File: config.mk
export PLATFORM = sky130hd
export DESIGN_NAME = counter_tick_source
export DESIGN_NICKNAME = d
export VERILOG_FILES = /design/src/rtl/counter_tick_source.sv
export SDC_FILE = /design/constraint.sdc
export NUM_CORES = 1
export LEC_CHECK = 0
export ABC_AREA = 1
export CORE_MARGIN = 5
export CORE_UTILIZATION = 55
export CTS_BUF_LIST = sky130_fd_sc_hd__clkbuf_4 sky130_fd_sc_hd__clkbuf_8
export DETAILED_ROUTE_END_ITERATION = 8
export GPL_TIMING_DRIVEN = 1
export HOLD_SLACK_MARGIN = 0.15
export PLACE_DENSITY = 0.86
export SYNTH_ARGS = -nofsm -noshare
export SYNTH_HDL_FRONTEND = slang
export SYNTH_SLANG_ARGS = --single-unit
File: constraint.sdc
create_clock -name clk -period 3.4 [get_ports clk]
set_input_delay 1.02 -clock clk [delete_from_list [all_inputs] [get_ports clk]]
set_output_delay 1.02 -clock clk [all_outputs]
set_load 0.1 [all_outputs]
File: src/rtl/counter_tick_source.sv
// Count-enable generator for the binary counter: selects a prescaler, filtered
// external-edge or cascade tick source and emits a registered one-cycle enable.
module counter_tick_source #(
  parameter int unsigned PRESC_BITS = 8,
  parameter int unsigned FILT_BITS  = 4
) (
  input  logic                  clk,
  input  logic                  rst,
  input  logic                  run,
  input  logic [1:0]            src_sel,
  input  logic [PRESC_BITS-1:0] presc,
  input  logic                  ext_in,
  input  logic [1:0]            edge_sel,
  input  logic [FILT_BITS-1:0]  filt,
  input  logic                  casc_in,
  output logic                  ena,
  output logic                  ext_lvl
);

  localparam int unsigned SEL_W = 2;

  localparam logic [SEL_W-1:0] SRC_PRESC = SEL_W'(0);
  localparam logic [SEL_W-1:0] SRC_EXT   = SEL_W'(1);
  localparam logic [SEL_W-1:0] SRC_CASC  = SEL_W'(2);

  localparam logic [SEL_W-1:0] EDGE_RISE = SEL_W'(0);
  localparam logic [SEL_W-1:0] EDGE_FALL = SEL_W'(1);
  localparam logic [SEL_W-1:0] EDGE_BOTH = SEL_W'(2);

  logic                  s1_q, s2_q;
  logic                  flt_q, flt_d;
  logic [FILT_BITS-1:0]  fcnt_q, fcnt_d;
  logic                  flt_dly_q;
  logic [PRESC_BITS-1:0] pcnt_q, pcnt_d;
  logic                  ena_q, ena_d;

  logic rise, fall, ext_hit;
  logic presc_act, presc_hit;
  logic sel_hit;

  // State registers; synchronizer, filter and edge delay run unconditionally
  always_ff @(posedge clk or negedge rst) begin
    if (!rst) begin
      s1_q      <= 1'b0;
      s2_q      <= 1'b0;
      flt_q     <= 1'b0;
      fcnt_q    <= '0;
      flt_dly_q <= 1'b0;
      pcnt_q    <= '0;
      ena_q     <= 1'b0;
    end else begin
      s1_q      <= ext_in;
      s2_q      <= s1_q;
      flt_q     <= flt_d;
      fcnt_q    <= fcnt_d;
      flt_dly_q <= flt_q;
      pcnt_q    <= pcnt_d;
      ena_q     <= ena_d;
    end
  end

  // Glitch filter: accept a new level after filt+1 consecutive differing samples
  always_comb begin
    flt_d  = flt_q;
    fcnt_d = '0;
    if (s2_q != flt_q) begin
      if (fcnt_q == filt) begin
        flt_d = s2_q;
      end else begin
        fcnt_d = fcnt_q + FILT_BITS'(1);
      end
    end
  end

  always_comb begin
    rise    = flt_q & ~flt_dly_q;
    fall    = ~flt_q & flt_dly_q;
    ext_hit = 1'b0;
    case (edge_sel)
      EDGE_RISE: ext_hit = rise;
      EDGE_FALL: ext_hit = fall;
      EDGE_BOTH: ext_hit = rise | fall;
      default:   ext_hit = 1'b0;
    endcase
  end

  // >= lets a lowered compare value tick at once instead of wrapping
  always_comb begin
    presc_act = run && (src_sel == SRC_PRESC);
    presc_hit = 1'b0;
    pcnt_d    = '0;
    if (presc_act) begin
      if (pcnt_q >= presc) begin
        presc_hit = 1'b1;
      end else begin
        pcnt_d = pcnt_q + PRESC_BITS'(1);
      end
    end
  end

  always_comb begin
    sel_hit = 1'b0;
    case (src_sel)
      SRC_PRESC: sel_hit = presc_hit;
      SRC_EXT:   sel_hit = ext_hit;
      SRC_CASC:  sel_hit = casc_in;
      default:   sel_hit = 1'b0;
    endcase
    ena_d = run & sel_hit;
  end

  assign ena     = ena_q;
  assign ext_lvl = flt_q;

endmodule

==> flow_metrics.py, run 1 <==
metrics = {
    "run_status": {
        "status": "finished, final reports clean",
    },
    "timing": {
        "worst_slew_pin_slew_ns": 0.731,
        "relSlewSlack": 0.511,
        "setup_viol": 0,
        "fmax_mhz": 451,
        "hold_violations": 0,
        "period_share": 0.653,
        "fin_tns_setup_ns": 0,
        "layout_min_cycle_time_ns": 2.22,
        "finalMaxSlewViolations": 0,
        "rsz0062_at_grt": "false",
        "clock_skew_ns": 0.00337,
    },
    "finish": {
        "final_util": 0.744,
        "final_common_cell": "nand2_1",
        "nets": 181,
        "layout_common_cells": "nand2_1 (21), inv_1 (20), clkdlybuf4s50_1 (20), dfrtp_1 (17), nor2_1 (13)",
        "syn_to_final_growth_pct": 26.7,
        "layout-drive-gt1-share": 0.0952,
        "n_antenna_cell": 0,
    },
    "setup_path": {
        "arrival_ns": 2.46,
        "regToRegSetupSlack_ns": 1.93,
        "endpoint_kind": "flip-flop",
        "critPathMaxFanout": 7,
        "required_ns": 3.64,
        "worstSetupPathType": "in -> reg",
        "worstSetupStartpointType": "input pin",
    },
    "routing": {
        "post_drt_wl_per_cell_um": 11.0,
        "num_vias": 816,
        "wl_um": 1900,
        "first_pass_iters": 4,
        "drc": 0,
        "vias_per_cell": 4.74,
        "drtAntennaViolNets": 0,
        "drt_iter0_markers": 7,
    },
    "logic_synthesis": {
        "synth_area_leader_cell": "dfrtp_1",
        "netlist.area_leader.share": 0.411,
        "syn-mean-instance-area_um2": 8.56,
        "ys_ff_latch": 17,
        "synth_area_leaders": "dfrtp_1 (41%), ha_1 (14%), nand2_1 (7.6%)",
        "synth.cell_area_um2": 1040,
        "synth_nets": 154,
        "yosysSeqAreaShare": 0.411,
        "yosysUniqueCellTypes": 21,
        "postSynthCellCount": 121,
        "yosysWarnings": 0,
    },
    "clock_network": {
        "clk_path_buf_depth": 2,
        "cts_tree": "yes",
        "clock-sinks": 17,
        "post_cts_buffers": 0,
        "clk_pin_slew_ns": 0.10,
        "ctsHoldBuffers": 0,
        "cts_max_level": 1,
        "numCtsBuffers": 3,
        "clk_latency_ns": 0.30,
        "root_buffer": "clkbuf_4",
        "post_cts_resized": 0,
    },
    "pwr": {
        "ir_drop_v": 0.000369,
        "p_leak_uw": 0.000652,
        "p_per_area_nw_per_um2": 424,
    },
    "min_path": {
        "min_path_type": "reg -> reg",
    },
    "floorplan": {
        "dieArea_um2": 2850,
        "coreArea_um2": 1760,
        "die_w_um": 53.4,
        "io_pins": 23,
        "die_y_um": 53.4,
        "initial_core_util": 0.587,
        "rows": 15,
    },
    "grt": {
        "antenna_found_initial": 0,
        "met2_usage": 0.280,
        "grt_pass1_vias": 761,
        "grt_usage": 0.159,
        "grt.busiest_layer": "met2",
        "grt_use_met1": 0.178,
        "grtUsageMet3": 0.0592,
        "grt_pass1_wl_um": 3170,
        "grt.overflow.total": 0,
        "grt_max_degree": 18,
    },
    "job": {
        "cap_violations": 0,
    },
    "placed_design": {
        "post-dp-hpwl_um": 1550,
        "finalWeightedCongestion": 0.750,
        "port_buffers": 22,
    },
}
[per-layer routing]
layer  part of all wire  wire (um)  vias up
met1               0.42        799      369
met5                  0          0        -
met4             0.0053         10        0
li1                   -          -      425
met2               0.51        976       19
met3              0.058        111        3
[stage by stage]
| stage | total power [uW] | std cells | hold slack (ns) | setup slack (ns) | cell area (um2) |
|---|---|---|---|---|---|
| 6_report | 556 | 172 | 0.364 | 1.18 | 1310 |
| 5_1_grt | 598 | 172 | 0.390 | 1.08 | 1310 |
| 4_1_cts | 563 | 172 | 0.367 | 1.18 | 1310 |
| 3_5_place_dp | 449 | 168 | 0.343 | 0.862 | 1280 |
| 3_3_place_gp | 441 | 168 | 0.340 | 0.922 | 1280 |
| 2_1_floorplan | 388 | 121 | 0.331 | 1.42 | 1040 |
[worst paths after layout]
path,startpoint,to,cells after the start
min in group asynchronous,rst,ena,1
worst min register to register,s1_q,s2_q,0
worst min-delay path,s1_q,s2_q,0
worst max-delay path,presc[1],pcnt_q[6],10
worst max register to register,pcnt_q[3],pcnt_q[6],8
max in group asynchronous,rst,pcnt_q[3],1
[flip-flops by register name, indices dropped and copies added (netlist names)]
| name | count |
|---|---|
| pcnt_q | 8 |
| fcnt_q | 4 |
| ena | 1 |
| ext_lvl | 1 |
| flt_dly_q | 1 |
| s1_q | 1 |
| s2_q | 1 |
[final cells by class]
cell class / count / area (um2)
clock inverter: 1 / 7.51
inverter: 23 / 86.3
clock buffer: 3 / 22.5
multi-input combinational: 81 / 524
sequential: 17 / 425
timing repair buffer: 22 / 215
fill: 137 / 452
tap: 25 / 31.3
[cell usage after synthesis (all sizes together)]
master / n
dfrtp: 17
inv: 22
nor2: 16
nand3: 6
ha: 12
o21a: 1
a21oi: 5
nand3b: 1
o21ai: 4
xnor2: 7
clkinv: 1
nand2: 22
xor2: 5
nand4: 1
nor3: 1
[critical path, stage by stage]
cell and delay [ns]:
clkdlybuf4s50_1 0.46, inv_1 0.04, ha_1 0.30, nand2_1 0.08
nor2_1 0.04, nor2_1 0.08, nand2_1 0.06, nand2_1 0.08
nand3_2 0.15, nor2_2 0.15
[logic make-up after synthesis]
kind of cell             Yosys count  share of synthesized area
AND/OR/NAND/NOR                   47                      0.209
buffers and inverters             23                     0.0833
flip-flops                        17                      0.411
XOR/XNOR                          12                      0.101
adder cells (fa/ha/maj)           12                      0.145
AO/OA/AOI/OAI                     10                     0.0507
[where the power goes]
group | internal, uW | switching, uW | leakage (uW) | total, uW
Clock | 44.9 | 68.2 | 0.0000139 | 113
Combinational | 74.5 | 110 | 0.000412 | 185
Sequential | 230 | 28.4 | 0.000226 | 259
(Power assumes the default switching activity.)
==> inputs of run 2 (changes only) <==
CORE_UTILIZATION = 46   (was 55)
PLACE_DENSITY = 0.77   (was 0.86)
clock period = 1.85 ns   (was 3.4 ns; I/O delays follow)
==> run 2 against run 1 <==
Against the previous run:
- register-to-register slack got worse by 1.5 ns
- largest cell class unchanged
- setup slack got worse by 1.1 ns
- largest power group unchanged
- sequential power increased by 86%
==> flow_metrics.py, run 2 (synthesis gave the netlist of run 1 again) <==
metrics = {
    "run_status": {
        "status": "finished, final reports clean",
    },
    "placed_design": {
        "dpl.cell_count": 172,
        "post-dp-hpwl_um": 1540,
        "place_ws_ns": -0.199,
        "port_buffers": 22,
        "finalWeightedCongestion": 0.823,
    },
    "clock_network": {
        "cts_max_level": 1,
        "post_cts_buffers": 0,
        "clock-sinks": 17,
        "root_buffer": "clkbuf_4",
        "cts_tree": "yes",
        "clk_path_buf_depth": 2,
        "post_cts_resized": 0,
        "clk_pin_slew_ns": 0.10,
        "ctsHoldBuffers": 0,
        "numCtsBuffers": 3,
        "clk_latency_ns": 0.29,
    },
    "timing": {
        "finalMaxSlewViolations": 0,
        "relSlewSlack": 0.835,
        "period_share": 0.935,
        "setup_viol": 0,
        "worst_slew_pin_slew_ns": 0.245,
        "hold_violations": 0,
        "fmax_mhz": 578,
        "layout_min_cycle_time_ns": 1.73,
        "fin_ws_ns": 0.120,
        "clock_skew_ns": 0.00564,
    },
    "setup_path": {
        "max_stage_delay_ns": 0.45,
        "critPathMaxFanout": 2,
        "worstSetupPathType": "in -> reg",
        "crit_chain": "clkdlybuf4s50_1, inv_1, ha_1, a21oi_1, o21a_1, nand2_2, nand2_1, a21oi_2",
        "worstSetupStartpointType": "input pin",
        "arrival_ns": 1.91,
        "required_ns": 2.03,
        "endpoint_kind": "flip-flop",
        "cpMaxStageDelayCell": "clkdlybuf4s50_1",
    },
    "pwr": {
        "swShare": 0.363,
        "ir_drop_v": 0.000694,
        "p_total_uw": 1070,
        "p_leak_uw": 0.000663,
        "p_int_uw": 678,
        "power_frac_comb": 0.357,
        "seqPwrFrac": 0.454,
        "p_sw_uw": 387,
        "pwr-share-clk": 0.190,
        "p_per_area_nw_per_um2": 773,
    },
    "grt": {
        "antenna_found_initial": 0,
        "grt_pass1_vias": 880,
        "grt.overflow.total": 0,
        "grt_max_degree": 18,
        "grt_pass1_wl_um": 3430,
        "grt_usage": 0.129,
    },
    "floorplan": {
        "coreArea_um2": 2190,
        "dieArea_um2": 3300,
        "die_w_um": 57.5,
        "die_y_um": 57.5,
        "initial_core_util": 0.473,
        "rows": 17,
        "io_pins": 23,
    },
    "routing": {
        "num_vias": 815,
        "drt_iter0_markers": 19,
        "post_drt_wl_per_cell_um": 11.1,
        "wl_um": 1950,
        "drtAntennaViolNets": 0,
        "drc": 0,
        "first_pass_iters": 7,
        "vias_per_cell": 4.63,
    },
    "finish": {
        "instances_no_fill": 176,
        "syn_to_final_growth_pct": 33.1,
        "top_regs": "pcnt_q: 8 flops, fcnt_q: 4 flops",
        "layout_common_cells": "inv_1 (20), clkdlybuf4s50_1 (20), nand2_1 (19), dfrtp_1 (16), nor2_1 (13)",
        "final_util": 0.629,
        "top_register": "pcnt_q",
        "largest_register_ffs": 8,
        "n_antenna_cell": 0,
        "layout-drive-gt1-share": 0.135,
        "nets": 182,
    },
    "job": {
        "cap_violations": 0,
    },
    "min_path": {
        "min_path_type": "reg -> reg",
    },
}
## run 2: path summary, 6_finish.rpt
check / cells after the start / slack, ns / start / to
min: 0 / 0.36 / s1_q / s2_q
max in group asynchronous: 2 / 1.08 / rst / ext_lvl
max: 8 / 0.12 / presc[7] / ena
max reg2reg: 9 / 0.40 / pcnt_q[3] / ena
min in group asynchronous: 2 / 0.57 / rst / pcnt_q[4]
min reg2reg: 0 / 0.36 / s1_q / s2_q
## run 2: worst max-delay path, delay by kind of cell
family          cells  cell delay, ns
simple gates        2            0.15
compound gates      3            0.41
buf+inv             2            0.49
fa+ha+maj           1            0.29
## run 2: final cells by class
| cell class | instances | area, um2 |
|---|---|---|
| clock buffers | 3 | 22.5 |
| clock inverters | 1 | 7.51 |
| fillers | 182 | 812 |
| inverters | 23 | 86.3 |
| multi-input cells | 81 | 553 |
| flip-flops and latches | 17 | 427 |
| well taps | 28 | 35.0 |
| repair buffers | 23 | 248 |
## run 2: power groups by stage
stage	sequential (uW)	clock, uW	combinational, uW
global route	493	227	424
detailed placement	493	0	376
finish	483	202	380
global placement	490	0	361
floorplan	562	0	153
CTS	485	212	381
## run 2: metal layers
layer / vias up / global-route usage / wire (um)
li1: 426 / - / -
met1: 378 / 0.138 / 792
met2: 11 / 0.235 / 1060
met3: 0 / 0.0475 / 98
met4: 0 / 0.0331 / 0
met5: - / 0 / 0
## run 2: through the flow
stage	area, um2	hold WS (ns)	TNS (ns)
after global routing	1380	0.370	-0.00306
final	1380	0.358	0
after global placement	1320	0.333	-1.37
after floorplan	1040	0.259	0
after detailed placement	1320	0.336	-1.65
after CTS	1350	0.362	0
